### src/rtl/snn_pkg.sv
// Shared types and helpers for the SNN neuron scheduler.
//   state_e : sweep FSM states
//   pot_t   : 8-bit membrane potential / input current
//   SumW    : width of the unsaturated add before clamping to 8 bits
//   sat_add : 8-bit add that clamps at 255
package snn_pkg;

  typedef enum logic [1:0] {StIdle, StUpdate, StDone} state_e;

  typedef logic [7:0] pot_t;

  localparam int unsigned SumW = 9;

  function automatic pot_t sat_add(input pot_t a, input pot_t b);
    logic [SumW-1:0] s;
    s = {1'b0, a} + {1'b0, b};
    return s[SumW-1] ? 8'hFF : s[7:0];
  endfunction

endpackage

### src/rtl/lif_update.sv
// Combinational leaky integrate-and-fire update for one neuron.
// Ports:
//   v          : current membrane potential
//   acc        : input current accumulated since the last update
//   count      : refractory steps remaining (tied to zero when refractoriness is not built)
//   v_next     : potential after this timestep
//   spike      : neuron fires this timestep
//   count_next : refractory count after this timestep
module lif_update
  import snn_pkg::*;
#(
  parameter pot_t        THRESH       = 8'd200,
  parameter int unsigned LEAK_SHIFT   = 2,
  parameter int unsigned REFRAC_STEPS = 3,
  parameter int unsigned CntW         = 2
) (
  input  pot_t            v,
  input  pot_t            acc,
  input  logic [CntW-1:0] count,
  output pot_t            v_next,
  output logic            spike,
  output logic [CntW-1:0] count_next
);

  logic [SumW-1:0] sum;
  pot_t            sum_sat;

  always_comb begin
    // v - (v >> k) can never underflow, so only the upper bound needs clamping.
    sum     = {1'b0, v} - {1'b0, v >> LEAK_SHIFT} + {1'b0, acc};
    sum_sat = sum[SumW-1] ? 8'hFF : sum[7:0];

    v_next     = sum_sat;
    spike      = 1'b0;
    count_next = '0;

    if (count != '0) begin
      // Refractory: input is dropped and the neuron stays silent at rest.
      v_next     = '0;
      count_next = count - CntW'(1);
    end else if (sum_sat >= THRESH) begin
      v_next     = '0;
      spike      = 1'b1;
      count_next = CntW'(REFRAC_STEPS);
    end
  end

endmodule

### src/rtl/snn_neuron_scheduler.sv
// Time-multiplexed LIF neuron array: N_NEURONS virtual neurons share one lif_update datapath.
// A tick pulse starts a sweep that updates one neuron per cycle, then presents the spike vector
// for one cycle in the DONE state.
// Optional feature: define SNN_REFRACTORY_EN to build per-neuron refractory counters.
// Ports:
//   clk, rst_n   : clock, asynchronous active-low reset
//   tick         : starts one timestep sweep (ignored and flagged while busy)
//   in_valid, in_id, in_current : input current strobe, target neuron, amount
//   in_ready     : always high, inputs are never back-pressured
//   busy         : sweep in progress (UPDATE or DONE)
//   spikes       : spike vector of the last completed timestep
//   spikes_valid : one-cycle pulse when spikes is updated
//   tick_overrun : sticky, set by a tick arriving while busy
module snn_neuron_scheduler
  import snn_pkg::*;
#(
  parameter int unsigned N_NEURONS    = 4,
  parameter logic [7:0]  THRESH       = 8'd200,
  parameter int unsigned LEAK_SHIFT   = 2,
  parameter int unsigned REFRAC_STEPS = 3
) (
  input  logic                         clk,
  input  logic                         rst_n,
  input  logic                         tick,
  input  logic                         in_valid,
  input  logic [$clog2(N_NEURONS)-1:0] in_id,
  input  logic [7:0]                   in_current,
  output logic                         in_ready,
  output logic                         busy,
  output logic [N_NEURONS-1:0]         spikes,
  output logic                         spikes_valid,
  output logic                         tick_overrun
);

  localparam int unsigned IdW  = $clog2(N_NEURONS);
  localparam int unsigned CntW = (REFRAC_STEPS < 2) ? 1 : $clog2(REFRAC_STEPS + 1);
  localparam logic [IdW-1:0] LastIdx = IdW'(N_NEURONS - 1);

  state_e               state_q, state_d;
  logic [IdW-1:0]       idx_q, idx_d;
  logic [N_NEURONS-1:0] spk_work_q, spk_work_d;
  logic [N_NEURONS-1:0] spikes_q, spikes_d;
  logic                 overrun_q;
  pot_t                 v_q   [N_NEURONS];
  pot_t                 acc_q [N_NEURONS];

  pot_t            v_next;
  logic            spike_next;
  logic [CntW-1:0] cnt_cur, cnt_next;
  logic            updating, in_hit;

  assign updating = (state_q == StUpdate);
  // Out-of-range ids are accepted but land nowhere.
  assign in_hit   = in_valid && (32'(in_id) < N_NEURONS);

  lif_update #(
    .THRESH       (THRESH),
    .LEAK_SHIFT   (LEAK_SHIFT),
    .REFRAC_STEPS (REFRAC_STEPS),
    .CntW         (CntW)
  ) u_lif (
    .v          (v_q[idx_q]),
    .acc        (acc_q[idx_q]),
    .count      (cnt_cur),
    .v_next     (v_next),
    .spike      (spike_next),
    .count_next (cnt_next)
  );

  always_comb begin
    state_d    = state_q;
    idx_d      = idx_q;
    spk_work_d = spk_work_q;
    spikes_d   = spikes_q;
    unique case (state_q)
      StIdle: begin
        if (tick) begin
          state_d    = StUpdate;
          idx_d      = '0;
          spk_work_d = '0;
        end
      end
      StUpdate: begin
        spk_work_d[idx_q] = spike_next;
        idx_d             = idx_q + IdW'(1);
        if (idx_q == LastIdx) begin
          state_d  = StDone;
          idx_d    = '0;
          spikes_d = spk_work_d;
        end
      end
      StDone:  state_d = StIdle;
      default: state_d = StIdle;
    endcase
  end

  always_ff @(posedge clk or negedge rst_n) begin
    if (!rst_n) begin
      state_q    <= StIdle;
      idx_q      <= '0;
      spk_work_q <= '0;
      spikes_q   <= '0;
      overrun_q  <= 1'b0;
    end else begin
      state_q    <= state_d;
      idx_q      <= idx_d;
      spk_work_q <= spk_work_d;
      spikes_q   <= spikes_d;
      if (tick && state_q != StIdle) overrun_q <= 1'b1;
    end
  end

  always_ff @(posedge clk or negedge rst_n) begin
    if (!rst_n) begin
      for (int i = 0; i < int'(N_NEURONS); i++) begin
        v_q[i]   <= '0;
        acc_q[i] <= '0;
      end
    end else begin
      for (int i = 0; i < int'(N_NEURONS); i++) begin
        if (updating && idx_q == IdW'(i)) begin
          v_q[i]   <= v_next;
          // Input colliding with this neuron's update starts the next timestep's sum.
          acc_q[i] <= (in_hit && in_id == IdW'(i)) ? in_current : '0;
        end else if (in_hit && in_id == IdW'(i)) begin
          acc_q[i] <= sat_add(acc_q[i], in_current);
        end
      end
    end
  end

`ifdef SNN_REFRACTORY_EN
  logic [CntW-1:0] ref_q [N_NEURONS];

  assign cnt_cur = ref_q[idx_q];

  always_ff @(posedge clk or negedge rst_n) begin
    if (!rst_n) begin
      for (int i = 0; i < int'(N_NEURONS); i++) ref_q[i] <= '0;
    end else if (updating) begin
      ref_q[idx_q] <= cnt_next;
    end
  end
`else
  logic unused_cnt;

  assign cnt_cur    = '0;
  assign unused_cnt = ^cnt_next;
`endif

  assign in_ready     = 1'b1;
  assign busy         = (state_q != StIdle);
  assign spikes       = spikes_q;
  assign spikes_valid = (state_q == StDone);
  assign tick_overrun = overrun_q;

endmodule

### config.mk
export PLATFORM = sky130hd
export DESIGN_NAME = snn_neuron_scheduler
export DESIGN_NICKNAME = d
export VERILOG_FILES = /design/src/rtl/snn_pkg.sv /design/src/rtl/lif_update.sv /design/src/rtl/snn_neuron_scheduler.sv
export SDC_FILE = /design/constraint.sdc
export NUM_CORES = 1
export LEC_CHECK = 0
export ABC_AREA = 1
export BUFFER_PORTS_ARGS = -buffer_cell sky130_fd_sc_hd__buf_2
export CORE_ASPECT_RATIO = 1.75
export CORE_MARGIN = 1
export CORE_UTILIZATION = 35
export DETAILED_ROUTE_END_ITERATION = 7
export GPL_TIMING_DRIVEN = 0
export PLACE_DENSITY = 0.57
export SKIP_LAST_GASP = 1
export SYNTH_ARGS = -nofsm -noshare
export SYNTH_HDL_FRONTEND = slang
export SYNTH_HIERARCHICAL = 1
export SYNTH_SLANG_ARGS = --single-unit
### constraint.sdc
create_clock -name clk -period 3.7 [get_ports clk]
set_input_delay 0.74 -clock clk [delete_from_list [all_inputs] [get_ports clk]]
set_output_delay 0.74 -clock clk [all_outputs]
set_load 0.01 [all_outputs]
Yosys cells after proc, flatten, opt, wreduce, memory -nomap -nowiden

Index checks and enable logic that the tools add are counted.

Logic and storage cells: 93
Register bits: 77
Output and inout port bits: 8
Bits of input ports: 14

Bitwise logic cells: 1
Reduce and logical (&&, ||, !) cells: 22
Order comparisons: 4
$add $sub $neg: 7
Eq/ne operators: 10
Multiplexer cells: 36

Operators with widths:

| cell                                                                          | number |
|---|---|
| 8-bit two-way mux                                                             | 22 |
| 8-bit by 8-bit adder with 9-bit output                                        | 4 |
| 8-bit binary-select mux with 2-bit select                                     | 2 |
| 2-bit nonzero test                                                            | 6 |
| 2-bit == test (second input constant)                                         | 5 |
| 1-bit logical AND                                                             | 10 |
| 9-bit by 8-bit adder with 9-bit output                                        | 1 |
| 8-bit by 6-bit subtractor with 9-bit output                                   | 1 |
| 8-bit >= comparator (second input constant)                                   | 1 |
| 2-bit two-way mux                                                             | 4 |
| 2-bit one-hot mux with 2 select lines                                         | 2 |
| 4-bit one-hot mux with 2 select lines                                         | 1 |
| 2-bit by 1-bit == test with 1-bit output (second input constant)              | 3 |
| 2-bit zero test                                                               | 3 |
| 2-bit AND reduction                                                           | 3 |
| 4-bit bitwise mux                                                             | 1 |
| 4-bit two-way mux                                                             | 1 |
| 3-bit >= comparator (second input constant)                                   | 1 |
| 2-bit by 3-bit less-than comparator with 1-bit output (second input constant) | 1 |
| 2-bit NOT with 3-bit output                                                   | 1 |
| 2-bit by 1-bit adder with 2-bit output (second input constant)                | 1 |
| 1-bit demux with 2-bit select                                                 | 1 |
| 2-bit by 1-bit >= comparator with 1-bit output (second input constant)        | 1 |
| 1-bit two-way mux                                                             | 2 |
| 2 further kinds                                                               | 2 |

Longest topological paths before layout

Gate-level depths: netlist (run 1).

Depth after elaboration: 11
Depth in mapped cells: 24
Gate-level depth less buffers: 22

Hierarchy

The synthesis (run 1) kept the hierarchy.

Modules (own cells, without submodules):

| module               | cells each | sequential area each (µm²) | times used | area an instance (µm²) |
|---|---|---|---|---|
| snn_neuron_scheduler | 727        | 1901.8                     | 1          | 5185.0 |
| lif_update           | 136        | 0.0                        | 1          | 839.6 |

Worst setup path before layout (run 1)

No wires, ideal clock.

Kind: register to register
Start: register idx_q[0]
End: register spk_work_q[0]
Data required time: 3574 ps
Cell stages (with the launch flop): 23
Setup slack: 249 ps
Library setup time: 126 ps
Arrival: 3325 ps
Period minus slack after synthesis: 3451 ps
Buffers on the path: 2
Path through: dfrtp_1 clkbuf_1 inv_1 clkbuf_1 nor2_1 o22ai_1 inv_1 fa_1 inv_1 ha_1 or2_4 nand3_2 nand2_2 nand2_2 nand2_4 nor2_4 nand2_2 nand4_1 inv_1 nand2_1 o21ai_0 nand2_1 o21ai_0

Word-level cells in the longest chain between the ends: 11
Elaborated cells between the ends (all ways): 19
Classes of those cells: 2 x add/sub; 3 x order compare; 12 x mux; 1 x bitwise; 1 x reduce/logical

Ends and longest elaborated chain:

| element                                               | RTL line                                               | text |
|---|---|---|
| from (decl)                                           | snn_neuron_scheduler.sv:40                             | `logic [IdW-1:0] idx_q, idx_d;` |
| from (signal assigned)                                | snn_neuron_scheduler.sv:106                            | `idx_q <= idx_d;` |
| 2-bit NOT with 3-bit output (implied by the code) (*) | snn_neuron_scheduler.sv:62, snn_neuron_scheduler.sv:63 |  |
| 8-bit binary-select mux with 2-bit select             | snn_neuron_scheduler.sv:62                             | `.v (v_q[idx_q]),` |
| 8-bit two-way mux (implied by the code) (2 in series) | snn_neuron_scheduler.sv:62                             |  |
| 8-bit by 6-bit subtractor with 9-bit output           | lif_update.sv:30                                       | `sum = {1'b0, v} - {1'b0, v >> LEAK_SHIFT} + {1'b0, acc};` |
| 9-bit by 8-bit adder with 9-bit output (*)            | lif_update.sv:30                                       |  |
| 8-bit two-way mux (*)                                 | lif_update.sv:31                                       | `sum_sat = sum[SumW-1] ? 8'hFF : sum[7:0];` |
| 8-bit >= comparator (*)                               | lif_update.sv:41                                       | `end else if (sum_sat >= THRESH) begin` |
| 1-bit two-way mux (*)                                 | lif_update.sv:41                                       |  |
| net spike_next                                        | snn_neuron_scheduler.sv:48                             | `logic spike_next;` |
| 4-bit bitwise mux (*)                                 | snn_neuron_scheduler.sv:84                             | `spk_work_d[idx_q] = spike_next;` |
| 4-bit one-hot mux with 2 select lines (*)             | snn_neuron_scheduler.sv:75                             | `unique case (state_q)` |
| to (signal assigned)                                  | snn_neuron_scheduler.sv:107                            | `spk_work_q <= spk_work_d;` |
| to (decl)                                             | snn_neuron_scheduler.sv:41                             | `logic [N_NEURONS-1:0] spk_work_q, spk_work_d;` |

Mark *: on every way through the listed nets, which the timed path passes. The rest lies on a longest branch. The select of a mux whose other input is x is not followed.
A chain may end at the register's enable or synchronous reset.

Worst setup path in the final report (run 1)

Start: register idx_q[0]
End: register v_q[17] in the netlist's numbering

Word-level cells in the longest chain between the ends: 9
Elaborated cells between the ends (all ways): 14
Classes of those cells: 2 x add/sub; 1 x order compare; 1 x eq/ne; 8 x mux; 1 x bitwise; 1 x reduce/logical

Ends and longest elaborated chain:

| element                                               | RTL line                                               | text |
|---|---|---|
| 2-bit NOT with 3-bit output (implied by the code) (*) | snn_neuron_scheduler.sv:62, snn_neuron_scheduler.sv:63 |  |
| 8-bit binary-select mux with 2-bit select             | snn_neuron_scheduler.sv:62                             |  |
| 8-bit two-way mux (implied by the code) (2 in series) | snn_neuron_scheduler.sv:62                             |  |
| 8-bit by 6-bit subtractor with 9-bit output           | lif_update.sv:30                                       |  |
| 9-bit by 8-bit adder with 9-bit output (*)            | lif_update.sv:30                                       |  |
| 8-bit two-way mux (*)                                 | lif_update.sv:31                                       |  |
| 8-bit >= comparator                                   | lif_update.sv:41                                       |  |
| 8-bit two-way mux (*)                                 | lif_update.sv:41                                       |  |
| net v_next[1]                                         | snn_neuron_scheduler.sv:47                             | `pot_t v_next;` |
| to (signal, indexed assignment)                       | snn_neuron_scheduler.sv:122                            | `v_q[i] <= v_next;` |
| to (decl)                                             | snn_neuron_scheduler.sv:44                             | `pot_t v_q [N_NEURONS];` |

Marks and branches as above.

==> flow_summary.ini, run 1 <==
[detailed_routing]
viasPerCell = 5.02
first_pass_iters = 5
vias = 5665
drtIter0Drc = 222
drtAntennaViolNets = 0
post-route-drc-count = 0
routedWlPerCell_microns = 15.8
wl_mm = 17.8

[worst_setup_path]
cp_max_fo = 10
reg2reg_from = idx_q[0]$_DFFE_PN0P_
worstPathArrival_ns = 3.73
cp-startpoint = idx_q[0]$_DFFE_PN0P_
crit_chain = clkbuf_4 > o21ai_0 > o22ai_2 > inv_1 > fa_1 > inv_1 > ha_1 > or2_4 > nand3_2 > nand2_2 > nand2_2 > nand2_4 > nor2_4 > nand2_2 > nand3_2 > nand2_4 > nor2_2 > inv_1 > o21ai_0
cp_slowest_cell = fa_1
cp.required_ns = 3.95
critPathKind = register to register
path_buf_inv = 4
start_kind = register
critPathCaptureType = register
max_stage_delay_ns = 0.53
cp_top_family = simple AND/OR/NAND/NOR gates

[sta]
fmax_mhz = 287
finClkSkew_ns = 0.0101
rsz0062_at_grt = true
max_slew_margin_pct = 59.1
tightest_slew_ns = 0.609
finalMaxSlewViolations = 0
hold_violations = 0
finalSetupViolCount = 0
period_needed_ns = 3.48
post-route-period-util_pct = 94.2
hold_ws_ns = 0.278

[grt]
grt_pass1_wl_mm = 28.4
grt-ovfl-total = 0
antenna_found_initial = 0
grt_start_max_net_pins = 58
grt_pass1_vias = 5545
grt_usage_pct = 21.4

[placement]
dp.final_hpwl_mm = 14.2
gp_congestion = 0.890
io_buffer_count = 20

[job]
cap_viol_max_count = 0

[floorplan]
core_area_sq_mm = 0.0169
pin_count = 22
die_h_microns = 175
chipWidth_microns = 101
die_area_sq_mm = 0.0177
initial_utilization_pct = 35.6
std_cell_rows = 63

[layout]
final_common_cell = nand2_1
final_util_pct = 40.6
final_cell_mix = nand2_1 (255), inv_1 (120), o21ai_0 (85), dfrtp_1 (74), nor2_1 (55)
multi_input_area_sq_mm = 0.00360
num-fill-cells = 1864
drive_above_1_share_pct = 11.8
insertedDiodeCount = 0
seqCellArea_sq_mm = 0.00190
syn_to_final_growth_pct = 14.0
num-nets-final = 967

[clock_tree]
cts_made_buffers = 9
insertion_delay_ns = 0.34
cts_hold_buffers = 0
numClockSinks = 76
clkSlewWorstSetupHoldPaths_ns = 0.07
clock_path_buffers = 2
cts_root_buf = clkbuf_16
cts_tree = built
htreeDepth = 3

[logic_synthesis]
synth_area_sq_mm = 0.00601
avgSynthCellArea_sq_um = 6.99
yosysWarnings = 6
syn_inst = 859

[worst_hold_path]
hold_class = input port to async pin

[run_status]
status = complete, no violations
what timing repair did:
action | 4_1_cts | 5_1_grt
setup endpoints to repair | 39 | 39
gates resized for setup | 18 | 36
buffers inserted | 2 | 3
pin swaps | 1 | 1
final timing paths:
check / to / slack, ns / cells past startpoint
max: v_q[17]$_DFFE_PN0P_ / 0.22 / 19
min: tick_overrun$_DFFE_PN0P_ / 0.28 / 1
max reg2reg: v_q[17]$_DFFE_PN0P_ / 0.22 / 19
min reg2reg: tick_overrun$_DFFE_PN0P_ / 0.45 / 1
min in group clk: tick_overrun$_DFFE_PN0P_ / 0.45 / 1
max in group asynchronous: v_q[5]$_DFFE_PN0P_ / 2.84 / 2
per-stage QoR:
stage / setup TNS (ns) / setup slack, ns / std cells / cell area [sq um]
CTS: 0 / 0.0386 / 1125 / 6760
floorplan: 0 / 0.302 / 860 / 6010
global placement: -15.70 / -0.445 / 1107 / 6390
finish: 0 / 0.216 / 1128 / 6850
detailed placement: -16.76 / -0.505 / 1108 / 6420
global route: 0 / 0.00111 / 1128 / 6850
metal layers:
metal	routed length [microns]	track usage, %	part of all wire [%]	vias up
met5	0	0	0	-
met4	796	10.4	4.5	0
met3	541	2.83	3.0	44
met2	10000	41.9	56	130
met1	6490	21.3	36	2658
li1	-	-	-	2833
flip-flops by register name (all words and copies together) (netlist names):
signal / count
state_q: 2
tick_overrun: 1
spikes: 4
spk_work_q: 3
acc_q: 32
idx_q: 2
v_q: 32
layout make-up:
class                           count  area share (%)
Buffer                             15            1.61
Clock buffer                       10            3.49
Clock inverter                      6           0.713
Inverter                          128            7.20
Multi-Input combinational cell    640            52.6
Sequential cell                    76            27.8
Tap cell                          227            4.15
Timing Repair Buffer               26            2.41
Power of run 1 is left out: the tool's default activity adds up to more than one toggle a clock period on the data nets, which glitch-free logic cannot reach.
==> run 2, diff against run 1 <==
--- a/config.mk
+++ b/config.mk
@@ -7,3 +7,2 @@
 export LEC_CHECK = 0
-export ABC_AREA = 1
 export BUFFER_PORTS_ARGS = -buffer_cell sky130_fd_sc_hd__buf_2
==> constraint.sdc (replaced) <==
create_clock -name clk -period 3.7 [get_ports clk]
set_input_delay 0 -clock clk [delete_from_list [all_inputs] [get_ports clk]]
set_output_delay 0 -clock clk [all_outputs]
set_load 0.01 [all_outputs]
==> flow_summary.ini, run 2 <==
[placement]
dp.final_hpwl_mm = 12.6
gp_congestion = 0.921
place_area_sq_mm = 0.00645
io_buffer_count = 20

[sta]
max_slew_margin_pct = 50.2
finClkSkew_ns = 0.00699
post-route-period-util_pct = 108
rsz0062_at_grt = true
tightest_slew_ns = 0.746
fmax_mhz = 249
period_needed_ns = 4.01
finalSetupViolCount = 35
setup_ws_ns = -0.309
hold_violations = 0
finalMaxSlewViolations = 0

[worst_setup_path]
cp_max_fo = 7
worstPathArrival_ns = 4.24
cp.required_ns = 3.93
cp-startpoint = idx_q[0]$_DFFE_PN0P_
start_kind = register
critPathCaptureType = register
critPathKind = register to register
reg2reg_from = idx_q[0]$_DFFE_PN0P_

[run_status]
status = complete, but fails checks
violations = setup timing

[floorplan]
initial_utilization_pct = 35.9
chipWidth_microns = 100
die_h_microns = 174
core_area_sq_mm = 0.0164
die_area_sq_mm = 0.0174
pin_count = 22
std_cell_rows = 62

[job]
cap_viol_max_count = 0

[detailed_routing]
wl_mm = 16.7
drtAntennaViolNets = 0
viasPerCell = 5.47
post-route-drc-count = 0
routedWlPerCell_microns = 18.8
vias = 4837
drtIter0Drc = 168
first_pass_iters = 4

[grt]
grt_start_max_net_pins = 61
grt_pass1_vias = 5316
grt_pass1_wl_mm = 27.1
grt-ovfl-total = 0
grt_usage_pct = 20.3
antenna_found_initial = 0

[clock_tree]
cts_tree = built
cts_made_buffers = 9
clock_path_buffers = 2
insertion_delay_ns = 0.34
cts_root_buf = clkbuf_16
htreeDepth = 3
clkSlewWorstSetupHoldPaths_ns = 0.06
numClockSinks = 76

[worst_hold_path]
hp-start = in_current[4]
hold_class = input port to register

[layout]
final_cell_mix = nand2_1 (93), dfrtp_1 (76), ha_1 (41), inv_1 (31), a21oi_1 (31)
stdcell_area_sq_mm = 0.00724
insertedDiodeCount = 0
final_common_cell = nand2_1
drive_above_1_share_pct = 27.4
syn_to_final_growth_pct = 22.6
num-nets-final = 727

[logic_synthesis]
syn_inst = 594
avgSynthCellArea_sq_um = 9.94
yosysWarnings = 6
synth_area_sq_mm = 0.00590
run 2: final cells by class:
class                      instances  area (sq um)
buffer                            18           148
multi-input combinational        469          4100
clock inverter                     7          67.6
timing repair buffer              46           380
sequential                        76          1900
clock buffer                       9           225
tap                              224           280
inverter                          36           135
fill                            1598          9210
run 2: what timing repair did:
action	4_1_cts	5_1_grt
hold buffers	2	0
endpoints found under the setup margin	39	39
cloned	1	0
hold endpoints to repair	78	0
pin swaps	19	11
buffers inserted	16	7
gates resized for setup	27	30
run 2: metrics by stage:
stage	setup slack, ns	cells	util (%)	setup TNS, ns	hold slack [ns]
detailed placement	-0.732	844	39.2	-19.65	-0.113
global placement	-0.724	843	39.0	-18.50	0.231
global route	-0.479	885	44.0	-14.11	0.0905
finish	-0.309	885	44.0	-8.19	0.0459
CTS	-0.381	879	42.9	-8.60	0.0418
floorplan	-0.103	599	-	-0.531	-0.296
run 2: routing by layer:
metal,part of all wire (%),vias up,global-route usage [%]
met4,6.0,0,12.7
met1,35,2390,20.2
met2,56,105,38.3
met5,0,-,0
li1,-,2284,-
met3,2.6,58,2.86
run 2: critical path, stage by stage, from the launching register on:
cell	delay, ns
dfrtp_1	0.41
buf_12	0.16
buf_12	0.13
mux4_2	0.33
inv_2	0.05
fa_1	0.55
inv_2	0.06
fa_2	0.37
a211oi_4	0.33
buf_4	0.18
o21ba_4	0.16
o2bb2ai_2	0.08
nor3_4	0.23
a21o_1	0.22
nor3_4	0.08
nor2b_4	0.14
a21o_1	0.18
a22o_1	0.22
run 2: final timing paths:
path                                              to  cells past startpoint  slack, ns
min in group asynchronous      acc_q[26]$_DFFE_PN0P_                      2       0.07
min                             acc_q[4]$_DFFE_PN0P_                      3       0.05
min reg2reg                 tick_overrun$_DFFE_PN0P_                      1       0.47
max reg2reg                spk_work_q[2]$_DFFE_PN0P_                     17      -0.31
max                        spk_work_q[2]$_DFFE_PN0P_                     17      -0.31
max in group asynchronous  spk_work_q[1]$_DFFE_PN0P_                      3       3.04
Power of run 2 is left out for the same reason.
==> run 3, diff against run 2 <==
- PLACE_DENSITY: 0.57 -> 0.52
- SYNTH_HIERARCHICAL: 1 -> default
==> flow_summary.ini, run 3 <==
[logic_synthesis]
yosysWarnings = 0
avgSynthCellArea_sq_um = 9.13
synth_common_cells = nand2_1 (82), dfrtp_1 (76), nor2_1 (67)
synth_edf_count = 0
yosys-top-cells-area = dfrtp_1 (34%), ha_1 (11%), mux4_2 (6.5%)
synth.distinct_cells = 49
ys_seq_area_share_pct = 34.3
ys_ff_latch = 76
synthMostInstantiatedCell = nand2_1
synth-main-ff-cell = dfrtp_1
syn_nets = 678
async_reset_ff_share_pct = 100
synth_area_sq_mm = 0.00554
syn_inst = 607
yosys.area.top_type = dfrtp_1
yosysTopAreaCellShare_pct = 34.3

[grt]
antenna_found_initial = 0
grt-ovfl-total = 0
grt_pass1_wl_mm = 27.6
grt_start_max_net_pins = 52
grt_pass1_vias = 5118
grt_usage_pct = 22.2

[worst_setup_path]
start_kind = register
critPathKind = register to register
critPathCaptureType = register
r2r_slack_ns = -0.29
reg2reg_from = idx_q[0]$_DFFE_PN0P_
rr_worst_depth = 15
cp.required_ns = 3.89
cp_max_fo = 7
r2r_end = v_q[14]$_DFFE_PN0P_
worstPathArrival_ns = 4.18

[sta]
max_slew_margin_pct = 48.1
finalMaxSlewViolations = 0
post-route-period-util_pct = 108
finClkSkew_ns = 0.00701
hold_ws_ns = 0.0332
tightest_slew_ns = 0.779
setup_ws_ns = -0.289
fmax_mhz = 251
finalSetupViolCount = 39
rsz0062_at_grt = true
fin_setup_tns_ns = -7.61
hold_violations = 0
period_needed_ns = 3.99

[floorplan]
core_area_sq_mm = 0.0155
chipWidth_microns = 97.1
initial_utilization_pct = 35.8
die_area_sq_mm = 0.0164
pin_count = 22
die_h_microns = 168
std_cell_rows = 60

[clock_tree]
htreeDepth = 3
cts_root_buf = clkbuf_16
numClockSinks = 76
insertion_delay_ns = 0.34
clkSlewWorstSetupHoldPaths_ns = 0.06
cts_tree = built
clock_path_buffers = 2
cts_made_buffers = 9

[detailed_routing]
drtIter0Drc = 245
post-route-drc-count = 0
wl_mm = 17.1
first_pass_iters = 5
routedWlPerCell_microns = 20.0
viasPerCell = 5.66
vias = 4850
drtAntennaViolNets = 0

[layout]
final_common_cell = nand2_1
syn_to_final_growth_pct = 24.1
final_cell_mix = nand2_1 (81), dfrtp_1 (76), nor2_1 (57), inv_1 (50), ha_1 (43)
drive_above_1_share_pct = 23.0
insertedDiodeCount = 0
num-nets-final = 737
final_util_pct = 44.5

[run_status]
status = complete, but fails checks
violations = setup timing

[placement]
dp.final_hpwl_mm = 12.9
io_buffer_count = 20
gp_congestion = 0.889
dp_worst_setup_slack_ns = -0.819

[worst_hold_path]
hold_class = input port to register
holdPathStages = 3
holdPathEnd = acc_q[23]$_DFFE_PN0P_
hp-start = in_current[7]

[job]
cap_viol_max_count = 0
run 3: per-stage QoR:
step / instance area, sq um / std cells
finish: 6880 / 857
global route: 6880 / 857
CTS: 6670 / 849
detailed placement: 5960 / 814
global placement: 5930 / 813
floorplan: 5600 / 607
run 3: cell families (layout without fill, tap and decap cells):
family / count (synthesis) / after routing / share of synthesized area (%)
compound gates: 151 / 151 / 19.4
xor+xnor: 25 / 25 / 4.08
fa+ha+maj: 57 / 57 / 14.2
buf+inv: 81 / 144 / 5.57
flops: 76 / 76 / 34.3
mux: 18 / 18 / 6.88
other cells: 1 / 1 / 0.0676
simple gates: 198 / 199 / 15.5
run 3: cell type report:
class | count | area, sq um
Buffer | 24 | 158
Clock buffer | 10 | 239
Clock inverter | 6 | 71.3
Fill cell | 1515 | 8580
Inverter | 57 | 214
Multi-Input combinational cell | 451 | 3680
Sequential cell | 76 | 1900
Tap cell | 186 | 233
Timing Repair Buffer | 47 | 388
run 3: how the worst max path moves through the flow:
stage                              start               endpoint  cells past startpoint
finish              idx_q[0]$_DFFE_PN0P_    v_q[14]$_DFFE_PN0P_                     15
global route        idx_q[0]$_DFFE_PN0P_    v_q[14]$_DFFE_PN0P_                     16
CTS                 idx_q[0]$_DFFE_PN0P_  spikes[0]$_DFFE_PN0P_                     13
detailed placement  idx_q[1]$_DFFE_PN0P_    v_q[22]$_DFFE_PN0P_                     14
global placement    idx_q[1]$_DFFE_PN0P_    v_q[17]$_DFFE_PN0P_                     14
floorplan           idx_q[0]$_DFFE_PN0P_  spikes[1]$_DFFE_PN0P_                     12
run 3: what timing repair did:
| action | 4_1_cts | 5_1_grt |
|---|---|---|
| pin swaps | 10 | 11 |
| setup endpoints to repair | 39 | 39 |
| resized for setup | 53 | 41 |
| hold buffers | 2 | 0 |
| setup buffers | 16 | 10 |
| cloned | 1 | 0 |
| endpoints found under the hold margin | 77 | 0 |
run 3: critical path, stage by stage (launching register included):
cell and delay [ns]:
dfrtp_1 0.40, clkbuf_16 0.18, clkbuf_16 0.16, mux4_2 0.59
fa_1 0.56, inv_1 0.06, ha_4 0.26, o21a_4 0.22
a2111oi_4 0.34, a311o_1 0.18, and3_4 0.20, o21ai_4 0.06
buf_12 0.15, buf_12 0.13, nor2_4 0.25, a211oi_1 0.08
run 3: per-layer routing:
layer  wire (microns)  up-vias  global-route usage (%)
met5                0        -                       0
met4              692        0                    11.9
met3              476       29                    3.06
met2             9870      106                    42.8
met1             6110     2413                    22.6
li1                 -     2302                       -
Power of run 3 is left out for the same reason.
